**src/rtl/keypad_matrix_emulator.sv**
```systemverilog
// Responder side of a 4x4 row-sweep/column-sense membrane keypad: replays one
// requested key press with contact bounce, a stable hold and a release gap.
module keypad_matrix_emulator #(
    parameter int          BOUNCE_CYCLES = 16,
    parameter int          HOLD_CYCLES   = 1000,
    parameter int          GAP_CYCLES    = 1000,
    parameter logic [7:0]  LFSR_SEED     = 8'hA5
) (
    input  logic       clk,
    input  logic       rst,
    input  logic [3:0] row_sweep,
    input  logic [3:0] key_code,
    input  logic       press_req,
    output logic [3:0] column_out,
    output logic       busy,
    output logic       done,
    output logic       contact
);

    localparam logic [15:0] BOUNCE_LD = 16'(BOUNCE_CYCLES - 1);
    localparam logic [15:0] HOLD_LD   = 16'(HOLD_CYCLES - 1);
    localparam logic [15:0] GAP_LD    = 16'(GAP_CYCLES - 1);
    localparam bit          NO_BOUNCE = (BOUNCE_CYCLES == 0);

    typedef enum logic [2:0] {
        IDLE,
        BOUNCE_PRESS,
        HOLD,
        BOUNCE_RELEASE,
        GAP
    } state_t;

    state_t      state;
    logic [15:0] cnt;
    logic [3:0]  key_q;
    logic [7:0]  lfsr;
    logic        lfsr_fb;

    // x^8 + x^6 + x^5 + x^4 + 1, shifted left with feedback into bit 0
    assign lfsr_fb = lfsr[7] ^ lfsr[5] ^ lfsr[4] ^ lfsr[3];

    // contact is registered together with the state so it always matches the
    // phase the state machine is currently in
    always_ff @(posedge clk or negedge rst) begin
        if (!rst) begin
            state   <= IDLE;
            cnt     <= '0;
            key_q   <= '0;
            lfsr    <= LFSR_SEED;
            contact <= 1'b0;
            busy    <= 1'b0;
            done    <= 1'b0;
        end else begin
            lfsr <= {lfsr[6:0], lfsr_fb};
            done <= 1'b0;
            case (state)
                IDLE: begin
                    if (press_req) begin
                        key_q <= key_code;
                        busy  <= 1'b1;
                        if (NO_BOUNCE) begin
                            state   <= HOLD;
                            cnt     <= HOLD_LD;
                            contact <= 1'b1;
                        end else begin
                            state   <= BOUNCE_PRESS;
                            cnt     <= BOUNCE_LD;
                            contact <= lfsr[0];
                        end
                    end
                end
                BOUNCE_PRESS: begin
                    if (cnt == '0) begin
                        state   <= HOLD;
                        cnt     <= HOLD_LD;
                        contact <= 1'b1;
                    end else begin
                        cnt     <= cnt - 16'd1;
                        contact <= lfsr[0];
                    end
                end
                HOLD: begin
                    if (cnt == '0) begin
                        if (NO_BOUNCE) begin
                            state   <= GAP;
                            cnt     <= GAP_LD;
                            contact <= 1'b0;
                        end else begin
                            state   <= BOUNCE_RELEASE;
                            cnt     <= BOUNCE_LD;
                            contact <= lfsr[0];
                        end
                    end else begin
                        cnt <= cnt - 16'd1;
                    end
                end
                BOUNCE_RELEASE: begin
                    if (cnt == '0) begin
                        state   <= GAP;
                        cnt     <= GAP_LD;
                        contact <= 1'b0;
                    end else begin
                        cnt     <= cnt - 16'd1;
                        contact <= lfsr[0];
                    end
                end
                GAP: begin
                    if (cnt == '0) begin
                        state <= IDLE;
                        busy  <= 1'b0;
                        done  <= 1'b1;
                    end else begin
                        cnt <= cnt - 16'd1;
                    end
                end
                default: begin
                    state   <= IDLE;
                    contact <= 1'b0;
                    busy    <= 1'b0;
                end
            endcase
        end
    end

    // Wire path through the switch: only the latched key's row and column matter
    always_comb begin
        column_out = 4'b1111;
        if (contact && !row_sweep[key_q[3:2]])
            column_out[key_q[1:0]] = 1'b0;
    end

endmodule

```
**config.mk**
```make
export PLATFORM = sky130hd
export DESIGN_NAME = keypad_matrix_emulator
export DESIGN_NICKNAME = d
export VERILOG_FILES = /design/src/rtl/keypad_matrix_emulator.sv
export SDC_FILE = /design/constraint.sdc
export NUM_CORES = 1
export LEC_CHECK = 0
export CORE_MARGIN = 3
export CORE_UTILIZATION = 40
export DETAILED_ROUTE_END_ITERATION = 8
export MAX_ROUTING_LAYER = met4
export PLACE_DENSITY_LB_ADDON = 0.1
export SETUP_SLACK_MARGIN = 0.1
export SLEW_MARGIN = 20
export SYNTH_ARGS = -nofsm -noshare
export SYNTH_HDL_FRONTEND = slang
export SYNTH_SLANG_ARGS = --single-unit
```
**constraint.sdc**
```tcl
create_clock -name clk -period 3.85 [get_ports clk]
set_input_delay 0.77 -clock clk [delete_from_list [all_inputs] [get_ports clk]]
set_output_delay 0.77 -clock clk [all_outputs]
set_load 0.05 [all_outputs]
```
==> metrics.md <==
| Metric | Value |
|---|---|
| Sequential cell area fraction in the yosys report | `0.4597` |
| Yosys cell types | `56` |
| Reg2reg setup slack | `1.35 ns` |
| Asr flop ratio synth | `1.000` |
| Vias in the first global route | `1428` |
| Post-CTS sizing | `0` |
| RR Startpoint | `cnt[0]` |
| Crit path launch type | `primary input` |
| Leak | `0.8921 nW` |
| RSZ-0062 raised after global routing | `false` |
| Drt first pass iters | `4` |
| Worst-path cell chain | `clkdlybuf4s50_1 > mux4_2 > nand2b_1 > or3_1 > clkdlybuf4s50_1` |
| Largest family of logic cells by synthesized area | `simple AND/OR/NAND/NOR gates` |
| Layout Skew | `0.001977 ns` |
| GR Layer Usage met2 | `0.2392` |
| Layout Cells excl Fill | `263` |
| # Max-Cap Violations | `0` |
| Most common cell in the netlist | `dfrtp_1` |
| H-Tree Depth | `2` |
| HP Class | `register to register` |
| First-pass GRT wire length | `slightly below 7000 µm` |
| Antenna viol nets, final | `0` |
| Root buf cell | `clkbuf_8` |
| # setup viols final | `0` |
| # port buffers | `17` |
| Die span in y | `74.23 µm` |
| Vias | `1518` |
| Final Max Tran Viols | `0` |
| Chip width | `74.23 µm` |
| Die Area | `5509 µm²` |
| Placed insts | `255` |
| PD cells | `573.3 nW/µm²` |
| CP max FO | `4` |
| Synth top cells by count | `30 x dfrtp_1, 21 x nor2_1, 20 x nand2_1, 9 x nor3_1, 9 x xnor2_1` |
| N_diodes | `0` |
| Core area | `between 4000 and 5000 µm²` |
| Period minus WS final | `3.618 ns` |
| Worst r2r dst | `cnt[3]` |
| Hold path depth | `0` |
| Slowest stage cell, crit path | `clkdlybuf4s50_1` |
| Vias/cell | `5.772` |
| Initial drt markers | `132` |
| Post-Synth Adder-Cell Area | `0.01344` |
| Outcome | `complete, no violations` |
| Synthesized area | `1862 µm²` |
| Top Usage Layer GRT | `met1` |
| Largest net degree at the start of global routing | `35` |
| Synth top area share | `0.4032` |
| Met1 Usage GRT | `0.2400` |
| EDFF count, synth | `0` |
| Cells after Synth | `roughly 190` |
| Syn. warnings | `0` |
| Post-layout nets | `223` |
| Final Hold Violating Endpoints | `0` |
| Setup TNS | `0 ns` |
| Slew HR | `0.4831` |
| Critical path capture point type | `output pin` |
| Num rows | `24` |
| Compound-Gate Fraction of Synth Area | `0.1304` |
| Top post-synthesis cells by area | `dfrtp_1 40%, dfstp_2 5.6%, nor2_1 4.2%, xnor2_1 4.2%, nand2_1 4.0%` |
| Top delay family on crit path | `buffers and inverters` |
| Number of setup buffers added after CTS | `0` |
| Post-synthesis mux area share | `0.04167` |
| CP Data Arrival Time | `between 2 and 3 ns` |
| I/O pin count | `18` |
| Yosys reg bits | `34` |
| Clock buffer depth | `2` |
| CTS tree | `built` |
| Avg Synthesized Cell Area | `between 9 and 10 µm²` |
| Fmax | `approximately 280 MHz` |
| Mapped Nets | `206` |
| Initial antenna violation count | `0` |
| DP Wirelength | `2951 µm` |
| Sink Count | `34` |
| # hold bufs at CTS | `0` |
| Worst path most repeated cell | `clkdlybuf4s50_1` |
| Initial Util | `0.4218` |
| Routability cong. | `~0.85` |
| Primary FF master, synth | `dfrtp_1` |
| Design Area, Final | `2186 µm²` |
| Post-Synth XOR/XNOR Area | `0.05175` |
| Bufs and invs on worst path | `2` |
| Area leader, netlist | `dfrtp_1` |
| Simple-gate share of the synthesized area | `0.2715` |
| Core Util, Final | `0.4952` |
| Layout cells sized above 1 | `0.1469` |
| Area grow syn2layout | `17.41%` |
| Fillers | `389` |
| Later-pin clock latency in the skew report | `between 0.2 and 0.3 ns` |
| VDD IR-drop max | `0.2223 mV` |
| Type of the worst setup path | `primary input to output pin` |
| CP peak stage delay | `slightly above 0.7 ns` |
| DRC errors left | `0` |
| GRT overflow | `0` |
| Min-delay src | `lfsr[1]` |
| CP required | `3.08 ns` |
| Clk pin slew, worst setup/hold paths | `0.07 ns` |
| Final WL | `a little over 4000 µm` |
| Placed cell area | `2072 µm²` |
| TritonCTS Buffers | `5` |
| Worst r2r path cells | `7` |
| Final worst-path cycle share | `0.9398` |
| WHS Endpoint | `lfsr[2]` |
| GR Util met3 | `0.05000` |
| Overall Global Routing Usage | `0.1737` |
| Routed wire length per instance | `15.76 µm` |
| Worst-Margin Slew | `0.7725 ns` |
[state kept, by name, summed over array words and instances, names as in the netlist]
name / flops
contact: 1
lfsr: 8
cnt: 16
busy: 1
key_q: 4
state: 3
done: 1
[cells in the final DEF, fill, tap and decap left out, types with 2 or more instances in the layout]
cell | synthesis | final
dfstp_2 | 4 | 4
xor2_1 | 2 | 2
ha_1 | 2 | 2
o32ai_1 | 2 | 2
nor2b_1 | 2 | 2
clkinvlp_4 | 0 | 2
xnor2_1 | 9 | 9
clkbuf_8 | 0 | 5
nor3_1 | 9 | 9
a21oi_1 | 4 | 4
or4_1 | 2 | 2
nor2_1 | 21 | 21
inv_1 | 7 | 7
a31oi_1 | 2 | 2
dfrtp_1 | 30 | 30
o31a_1 | 2 | 2
nand3_1 | 7 | 7
nand2b_1 | 3 | 3
clkdlybuf4s50_1 | 0 | 17
and4_1 | 2 | 2
nor4_1 | 4 | 4
nand2_1 | 20 | 20
o22ai_1 | 4 | 4
or3_1 | 2 | 2
a211oi_1 | 2 | 2
o21ai_0 | 6 | 6
nand4_1 | 3 | 3
mux2_2 | 4 | 4
or2_2 | 3 | 3
[layer usage]
metal | up-vias | share of wire
met4 | 0 | 0.015
met2 | 34 | 0.47
met3 | 7 | 0.037
li1 | 727 | -
met1 | 750 | 0.47
met5 | - | 0
[worst max-delay path by stage]
stage	start	to	slack, ns	depth (start not counted)
final	row_sweep[2]	column_out[0]	0.23	5
after global routing	row_sweep[2]	column_out[0]	0.13	5
after CTS	row_sweep[2]	column_out[0]	0.21	5
after detailed placement	row_sweep[2]	column_out[0]	0.21	5
after global placement	row_sweep[3]	column_out[0]	0.28	5
after floorplan	row_sweep[3]	column_out[0]	1.15	3
[per-stage QoR]
stage / hold slack, ns / setup WS, ns / power, mW
floorplan: 0.3330 / 1.146 / 0.8182
global placement: 0.3428 / 0.2790 / 0.9036
detailed placement: 0.3402 / 0.2121 / 0.9195
CTS: 0.3713 / 0.2121 / 1.255
global route: 0.3732 / 0.1325 / 1.338
finish: 0.3647 / 0.2318 / 1.253
[area by class of cell]
cell class	instances	area (µm²)	area share
clock buffers	5	68.82	0.03148
flip-flops and latches	34	855.8	0.3915
multi-input cells	144	947.2	0.4333
repair buffers	18	177.7	0.08128
well taps	52	65.06	0.02977
clock inverters	3	45.04	0.02061
inverters	7	26.28	0.01202
[kinds of logic (layout without fill, tap and decap cells)]
group	Yosys count	in the layout
flip-flops	34	34
multiplexers	6	6
buffers and inverters	15	33
AO/OA/AOI/OAI	34	34
XOR/XNOR	11	11
adder cells (fa/ha/maj)	2	2
AND/OR/NAND/NOR	91	91
[report_power, final]
part           switching (mW)  internal (mW)  total, mW
combinational           0.184          0.169      0.353
sequential              0.129          0.438      0.567
clock                   0.141          0.192      0.334
total                   0.454          0.799       1.25
No activity file was read; power rests on OpenSTA's default activity.
